**src/rtl/shifter_pkg.sv**
```systemverilog
// Shared types and level-distribution helpers for the pipelined barrel shifter.
// Optional build macro SHIFTER_RRX_EN (used by pipelined_shifter) turns ROR #0 into RRX.
package shifter_pkg;

  typedef enum logic [1:0] {
    LSL = 2'b00,
    LSR = 2'b01,
    ASR = 2'b10,
    ROR = 2'b11
  } shift_op_e;

  localparam int PAYLOAD_WIDTH = 32;
  localparam int PAYLOAD_AMT_W = $clog2(PAYLOAD_WIDTH) + 1;

  // Stage payload at the default width; shift_stage declares the same fields at its own WIDTH.
  typedef struct packed {
    logic                     valid;
    logic [PAYLOAD_WIDTH-1:0] data;
    shift_op_e                op;
    logic [PAYLOAD_AMT_W-1:0] amt;
    logic                     carry;
  } stage_payload_t;

  function automatic int levels_in_stage(input int stage, input int levels, input int stages);
    int base;
    base = levels / stages;
    return base + ((stage < (levels % stages)) ? 1 : 0);
  endfunction

  function automatic int first_level(input int stage, input int levels, input int stages);
    int acc;
    acc = 0;
    for (int s = 0; s < stage; s++) begin
      acc += levels_in_stage(s, levels, stages);
    end
    return acc;
  endfunction

endpackage

```
**src/rtl/pipelined_shifter_shift_stage.sv**
```systemverilog
// One pipeline stage: a contiguous group of log-shifter levels followed by its register.
// Carry is tracked by shifting a WIDTH+1 word so the last bit shifted out lands in the carry slot.
module shift_stage
  import shifter_pkg::*;
#(
  parameter int WIDTH       = 32,
  parameter int AMT_W       = $clog2(WIDTH) + 1,
  parameter int FIRST_LEVEL = 0,
  parameter int NUM_LEVELS  = 1
) (
  input  logic             clk,
  input  logic             rst_n,
  input  logic             adv,
  input  logic             in_valid,
  input  logic [WIDTH-1:0] in_data,
  input  shift_op_e        in_op,
  input  logic [AMT_W-1:0] in_amt,
  input  logic             in_carry,
  output logic             out_valid,
  output logic [WIDTH-1:0] out_data,
  output shift_op_e        out_op,
  output logic [AMT_W-1:0] out_amt,
  output logic             out_carry
);

  logic [WIDTH-1:0] data_lvl  [NUM_LEVELS+1];
  logic             carry_lvl [NUM_LEVELS+1];
  logic [AMT_W-1:0] keep_mask;

  assign data_lvl[0]  = in_data;
  assign carry_lvl[0] = in_carry;

  for (genvar gi = 0; gi < NUM_LEVELS; gi++) begin : g_level
    localparam int LVL = FIRST_LEVEL + gi;
    localparam int K   = 1 << LVL;
    localparam int ROT = K % WIDTH;

    logic        [WIDTH:0]   lsl_ext;
    logic        [WIDTH:0]   lsr_ext;
    logic signed [WIDTH:0]   asr_ext;
    logic        [WIDTH-1:0] ror_data;
    logic        [WIDTH-1:0] nxt_data;
    logic                    nxt_carry;

    assign lsl_ext = {carry_lvl[gi], data_lvl[gi]} << K;
    assign lsr_ext = {data_lvl[gi], carry_lvl[gi]} >> K;
    assign asr_ext = $signed({data_lvl[gi], carry_lvl[gi]}) >>> K;

    // The weight-WIDTH level is a full turn for ROR: data unchanged, carry still updates.
    if (ROT == 0) begin : g_rot_full
      assign ror_data = data_lvl[gi];
    end else begin : g_rot_part
      assign ror_data = {data_lvl[gi][ROT-1:0], data_lvl[gi][WIDTH-1:ROT]};
    end

    always_comb begin
      nxt_data  = data_lvl[gi];
      nxt_carry = carry_lvl[gi];
      if (in_amt[LVL]) begin
        case (in_op)
          LSL:     {nxt_carry, nxt_data} = lsl_ext;
          LSR:     {nxt_data, nxt_carry} = lsr_ext;
          ASR:     {nxt_data, nxt_carry} = asr_ext;
          ROR: begin
            nxt_data  = ror_data;
            nxt_carry = ror_data[WIDTH-1];
          end
          default: ;
        endcase
      end
    end

    assign data_lvl[gi+1]  = nxt_data;
    assign carry_lvl[gi+1] = nxt_carry;
  end

  for (genvar gi = 0; gi < AMT_W; gi++) begin : g_keep
    assign keep_mask[gi] = (gi >= FIRST_LEVEL + NUM_LEVELS);
  end

  always_ff @(posedge clk or negedge rst_n) begin
    if (!rst_n) begin
      out_valid <= 1'b0;
      out_data  <= '0;
      out_op    <= LSL;
      out_amt   <= '0;
      out_carry <= 1'b0;
    end else if (adv) begin
      out_valid <= in_valid;
      out_data  <= data_lvl[NUM_LEVELS];
      out_op    <= in_op;
      out_amt   <= in_amt & keep_mask;
      out_carry <= carry_lvl[NUM_LEVELS];
    end
  end

endmodule

```
**src/rtl/pipelined_shifter.sv**
```systemverilog
// Pipelined LSL/LSR/ASR/ROR barrel shifter with ARM carry-out and a global stall enable.
// Define SHIFTER_RRX_EN to make ROR by 0 perform RRX through the carry flag.
module pipelined_shifter
  import shifter_pkg::*;
#(
  parameter int WIDTH  = 32,
  parameter int STAGES = 2,
  parameter int AMT_W  = $clog2(WIDTH) + 1
) (
  input  logic             clk,
  input  logic             rst_n,
  input  logic             in_valid,
  output logic             in_ready,
  input  logic [WIDTH-1:0] in_data,
  input  logic [1:0]       in_op,
  input  logic [AMT_W-1:0] in_amt,
  input  logic             in_carry,
  output logic             out_valid,
  input  logic             out_ready,
  output logic [WIDTH-1:0] out_data,
  output logic             out_carry
);

  localparam int LEVELS = $clog2(WIDTH) + 1;

  logic             adv;
  logic             valid_s [STAGES+1];
  logic [WIDTH-1:0] data_s  [STAGES+1];
  shift_op_e        op_s    [STAGES+1];
  logic [AMT_W-1:0] amt_s   [STAGES+1];
  logic             carry_s [STAGES+1];

  // Bubbles do not collapse: the whole pipe moves or holds together.
  assign adv      = !out_valid || out_ready;
  assign in_ready = adv;

  assign valid_s[0] = in_valid;
  assign op_s[0]    = shift_op_e'(in_op);
  assign amt_s[0]   = in_amt;

`ifdef SHIFTER_RRX_EN
  always_comb begin
    data_s[0]  = in_data;
    carry_s[0] = in_carry;
    if (shift_op_e'(in_op) == ROR && in_amt == '0) begin
      data_s[0]  = {in_carry, in_data[WIDTH-1:1]};
      carry_s[0] = in_data[0];
    end
  end
`else
  assign data_s[0]  = in_data;
  assign carry_s[0] = in_carry;
`endif

  for (genvar gi = 0; gi < STAGES; gi++) begin : g_stage
    shift_stage #(
      .WIDTH       (WIDTH),
      .AMT_W       (AMT_W),
      .FIRST_LEVEL (first_level(gi, LEVELS, STAGES)),
      .NUM_LEVELS  (levels_in_stage(gi, LEVELS, STAGES))
    ) u_stage (
      .clk       (clk),
      .rst_n     (rst_n),
      .adv       (adv),
      .in_valid  (valid_s[gi]),
      .in_data   (data_s[gi]),
      .in_op     (op_s[gi]),
      .in_amt    (amt_s[gi]),
      .in_carry  (carry_s[gi]),
      .out_valid (valid_s[gi+1]),
      .out_data  (data_s[gi+1]),
      .out_op    (op_s[gi+1]),
      .out_amt   (amt_s[gi+1]),
      .out_carry (carry_s[gi+1])
    );
  end

  assign out_valid = valid_s[STAGES];
  assign out_data  = data_s[STAGES];
  assign out_carry = carry_s[STAGES];

endmodule

```
**config.mk**
```make
export PLATFORM = sky130hd
export DESIGN_NAME = pipelined_shifter
export DESIGN_NICKNAME = d
export VERILOG_FILES = /design/src/rtl/shifter_pkg.sv /design/src/rtl/pipelined_shifter_shift_stage.sv /design/src/rtl/pipelined_shifter.sv
export SDC_FILE = /design/constraint.sdc
export NUM_CORES = 1
export LEC_CHECK = 0
export CAP_MARGIN = 20
export CORE_MARGIN = 2
export CORE_UTILIZATION = 51
export DETAILED_ROUTE_END_ITERATION = 16
export DONT_BUFFER_PORTS = 1
export PLACE_DENSITY_LB_ADDON = 0.2
export REMOVE_ABC_BUFFERS = 1
export SETUP_SLACK_MARGIN = 0.1
export SYNTH_ARGS = -nofsm -noshare
export SYNTH_HDL_FRONTEND = slang
export SYNTH_HIERARCHICAL = 1
export SYNTH_SLANG_ARGS = --single-unit
```
**constraint.sdc**
```tcl
create_clock -name clk -period 2.47 [get_ports clk]
set_input_delay 0.3705 -clock clk [delete_from_list [all_inputs] [get_ports clk]]
set_output_delay 0.3705 -clock clk [all_outputs]
set_load 0.01 [all_outputs]
```
* Yosys cells after proc, flatten, opt, wreduce, memory -nomap -nowiden
Index checks and enable logic that the tools add are counted.
Operators by class: mux-type cells 24, equality and inequality tests 6, reductions and logical operators 7
Operator list (number):
- 32-bit case mux with 4 select lines | 5
- 32-bit 2-to-1 mux | 6
- 32-bit case mux with 3 select lines | 1
- 1-bit case mux with 2 select lines | 6
- 2-bit == test (second input constant) | 4
- 1-bit 2-to-1 mux | 6
- 3-bit OR reduction | 2
- 2-bit by 1-bit == test with 1-bit output (second input constant) | 2
- 2-bit zero test | 2
- 2-bit OR reduction | 1
- 1-bit zero test | 1
- 1-bit logical OR | 1
Word-level totals: flip-flop bits (word level) 73, output and inout port bits 35

* Longest topological paths before layout
Gate-level depths: netlist of run 1.
depth in word-level cells 7, depth in mapped cells 9, gate-level depth less buffers 6

* Hierarchy
The synthesis of run 1 kept the hierarchy.
Modules (own cells, without submodules):
- shift_stage (g_stage[0].u_stage) | instances 1, cells each 543, seq. area each 975.9 um2, area an instance 4654.5 um2
- shift_stage (g_stage[1].u_stage) | instances 1, cells each 362, seq. area each 900.9 um2, area an instance 2857.7 um2
- pipelined_shifter | instances 1, cells each 1, seq. area each 0.0 um2, area an instance 6.3 um2

* Least setup slack after synthesis of run 1
No wires, ideal clock.
kind input port to flip-flop, start in in_op[0], end reg g_stage[0].u_stage.out_data[15], slack 494 ps, setup time 121 ps, stages on the path 6, arrival 1855 ps, data required time 2349 ps, path through buf_2 -> nor2_2 -> mux4_1 -> mux2_2 -> nand2b_1 -> a22o_1
On the way: cells in the longest elaborated chain, start to end 7, elaborated cells between the ends (all ways) 10, classes of those cells eq/ne (3); mux (6); reduce/logical (1)
RTL lines:
- start, declared | line pipelined_shifter.sv:15 | input logic [1:0] in_op,
- 2-bit == test, or another cell as far along | line pipelined_shifter_shift_stage.sv:60 | case (in_op)
- 32-bit case mux with 4 select lines | line pipelined_shifter_shift_stage.sv:60
- 32-bit 2-to-1 mux | line pipelined_shifter_shift_stage.sv:59 | if (in_amt[LVL]) begin
- 32-bit case mux with 4 select lines | line pipelined_shifter_shift_stage.sv:60
- 32-bit 2-to-1 mux | line pipelined_shifter_shift_stage.sv:59
- 32-bit case mux with 4 select lines | line pipelined_shifter_shift_stage.sv:60
- 32-bit 2-to-1 mux * | line pipelined_shifter_shift_stage.sv:59
- end signal, assigned | line pipelined_shifter_shift_stage.sv:90 | out_data <= data_lvl[NUM_LEVELS];
- end, declared | line pipelined_shifter_shift_stage.sv:20 | output logic [WIDTH-1:0] out_data,
Every way passes the cells marked *; elsewhere a longest branch is shown, timed or not. A chain may end at the register's enable or synchronous reset.

* Worst setup path in the final report of run 1
start reg g_stage[0].u_stage.out_op[1], end reg g_stage[1].u_stage.out_data[12]
On the way: cells in the longest elaborated chain, start to end 7, elaborated cells between the ends (all ways) 11, classes of those cells eq/ne (3); mux (6); reduce/logical (2)
RTL lines:
- start, declared | line pipelined_shifter_shift_stage.sv:21 | output shift_op_e out_op,
- start signal, assigned | line pipelined_shifter_shift_stage.sv:91 | out_op <= in_op;
- 2-bit == test, or another cell as far along | line pipelined_shifter_shift_stage.sv:60
- 32-bit case mux with 4 select lines | line pipelined_shifter_shift_stage.sv:60
- 32-bit 2-to-1 mux | line pipelined_shifter_shift_stage.sv:59
- 32-bit case mux with 4 select lines | line pipelined_shifter_shift_stage.sv:60
- 32-bit 2-to-1 mux | line pipelined_shifter_shift_stage.sv:59
- 32-bit case mux with 3 select lines | line pipelined_shifter_shift_stage.sv:60
- 32-bit 2-to-1 mux * | line pipelined_shifter_shift_stage.sv:59
- end signal, assigned | line pipelined_shifter_shift_stage.sv:90
- end, declared | line pipelined_shifter_shift_stage.sv:20
Marked as above.

==> reports/results.ini, run 1 <==
[power]
powerDensity_mw_per_mm2=715
total_power_mw=5.55
peakVddDrop_uv=350
combPwrFrac=0.360
seq_power_share=0.373
intPower_mw=3.37
p_clk_frac=0.267
p_sw_mw=2.18
leakage_nw=2.95
swShare=0.393

[placed_design]
dp_slack_ns=0.306
gp_congestion=0.972
dp_hpwl_um=18700
placed_cells=1002
port_buffers=0
placed_area_mm2=0.00739

[clock_tree]
cts-htree-levels=3
cts_tree=yes
numCtsBuffers=9
root_buffer=clkbuf_16
clkSinkCount=73
clkLatencyLatePin_ns=0.35
clock_path_buffers=2
clk_pin_slew_ns=0.06
postCtsResizedCells=0

[setup_path]
cp-end-kind=flip-flop
criticalPathCategory=flip-flop to flip-flop
worstPathArrival_ns=2.34
cp.required_ns=2.67
cp_max_fo=25
startpoint_type=flip-flop

[flow_run]
drv_cap=0

[floorplan]
fp.dieH_um=124
dieArea_mm2=0.0154
start_util=0.527
coreArea_mm2=0.0140
rows=43
pin_count=80
fp.dieW_um=124

[detailed_routing]
wl_um=26800
vias=7485
routedWlPerCell_um=26.3
first_pass_iters=6
vias_per_cell=7.34
postRouteAntennaNets=0
drt_iter0_drc=1010
route.detailed.drc=0

[global_routing]
antenna_found_initial=0
grt_pass1_vias=7220
grt_max_degree=139
grt_pass1_wl_um=42400
grt_overflow=0
grt.total_usage=0.343

[sta]
rsz0062_at_grt=false
slew_headroom=0.621
skew_ns=0.0104
hold_violations=0
min_period_over_period=0.865
fmax_mhz=468
finalMaxSlewViolations=0
setup_viol=0
finalWorstSetupSlack_ns=0.332
fin_hold_ws_ns=0.170
finalCriticalPeriod_ns=2.14
tightest_slew_ns=0.569
fin_setup_tns_ns=0

[cells_and_area]
post-route-util=0.555
antenna_cells=0
fin_area_mm2=0.00776
layout-drive-gt1-share=0.149
post_layout_nonfiller_instances=1020
register_area_mm2=0.00183
final_nets=880
multiInputGateArea_mm2=0.00501
num-fill-cells=1335
area_growth_pct=5.33

[synthesis]
yosysWarnings=6
syn_inst=891
synth_area_mm2=0.00737
syn_area_per_cell_um2=8.27

[worst_hold_path]
hp-class=input pin to flip-flop

[status]
status=complete, no violations

-- sequential cells by signal (all words and copies together) (netlist names) --
name and count:
g_stage.u_stage/out_carry 2, g_stage.u_stage/out_data 64, g_stage.u_stage/out_amt 3, g_stage.u_stage/out_valid 2, g_stage.u_stage/out_op 2
-- final timing paths --
| check | slack, ns | startpoint | end | cells past startpoint |
|---|---|---|---|---|
| max | 0.33 | g_stage[0].u_stage/out_op[1] | g_stage[1].u_stage/out_data[12] | 5 |
| min | 0.17 | in_amt[3] | g_stage[0].u_stage/out_amt[3] | 1 |
| max reg2reg | 0.33 | g_stage[0].u_stage/out_op[1] | g_stage[1].u_stage/out_data[12] | 5 |
| min reg2reg | 0.52 | g_stage[0].u_stage/out_carry | g_stage[0].u_stage/out_carry | 1 |
| max in group asynchronous | 1.59 | rst_n | g_stage[0].u_stage/out_amt[3] | 2 |
| min in group asynchronous | 0.59 | rst_n | g_stage[1].u_stage/out_data[16] | 2 |
-- timing repair --
action,4_1_cts,5_1_grt
hold buffers,2,0
hold endpoints to repair,73,0
setup buffers,0,0
-- cells in the final DEF (no fill, tap or decap), types with 17 or more instances in the layout --
master      n
o22ai_1    21
mux2i_1    29
mux4_2     33
nor2_1     93
o21ai_0    45
a211oi_1   25
mux2_2     19
a311oi_1   21
nor2b_1    17
dfrtp_1    72
a31oi_1    34
buf_4      25
nand2_1   108
o211ai_1   18
a21oi_1    61
o221ai_1   19
-- layer usage --
layer | vias to the layer above | GRT usage | routed length [um]
met5 | - | 0 | 0
met4 | 0 | 0.199 | 1540
met3 | 88 | 0.0555 | 2640
met2 | 475 | 0.521 | 12100
met1 | 3626 | 0.463 | 10500
li1 | 3296 | - | -
-- cell type report --
type                            instances  area share
Sequential cell                        73       0.235
Inverter                               15     0.00725
Clock buffer                           11      0.0326
Timing Repair Buffer                   31      0.0393
Tap cell                              180      0.0290
Multi-Input combinational cell        705       0.645
Clock inverter                          5      0.0110
-- power groups by stage --
stage               clock network, mW  registers [mW]  logic, mW
floorplan                           0            1.95       1.37
global placement                    0            2.08       1.88
detailed placement                  0            2.09       1.92
CTS                              1.50            2.07       1.96
global route                     1.56            2.12       2.18
finish                           1.48            2.07       2.00
-- worst max-delay path: stages (launching register included) --
cell and delay (ns):
dfrtp_1 0.68, or2_1 0.34, a2bb2oi_1 0.34, and2_4 0.20, o21a_4 0.30, a31oi_1 0.12
Note: power is estimated with default switching activity, not from simulation.
==> run 2, diff against run 1 <==
--- a/config.mk
+++ b/config.mk
@@ -17,3 +17,4 @@
 export SYNTH_HDL_FRONTEND = slang
 export SYNTH_HIERARCHICAL = 1
 export SYNTH_SLANG_ARGS = --single-unit
+export TNS_END_PERCENT = 10
==> results of run 2 <==
Final layout, timing and power as in run 1 (identical DEF).
==> run 3, diff against run 2 <==
--- a/config.mk
+++ b/config.mk
@@ -5,6 +5,7 @@
 export SDC_FILE = /design/constraint.sdc
 export NUM_CORES = 1
 export LEC_CHECK = 0
+export ABC_CLOCK_PERIOD_IN_PS = 2470
 export CAP_MARGIN = 20
 export CORE_MARGIN = 2
 export CORE_UTILIZATION = 51
==> results of run 3 <==
Final layout, timing and power as in run 1 (identical DEF).
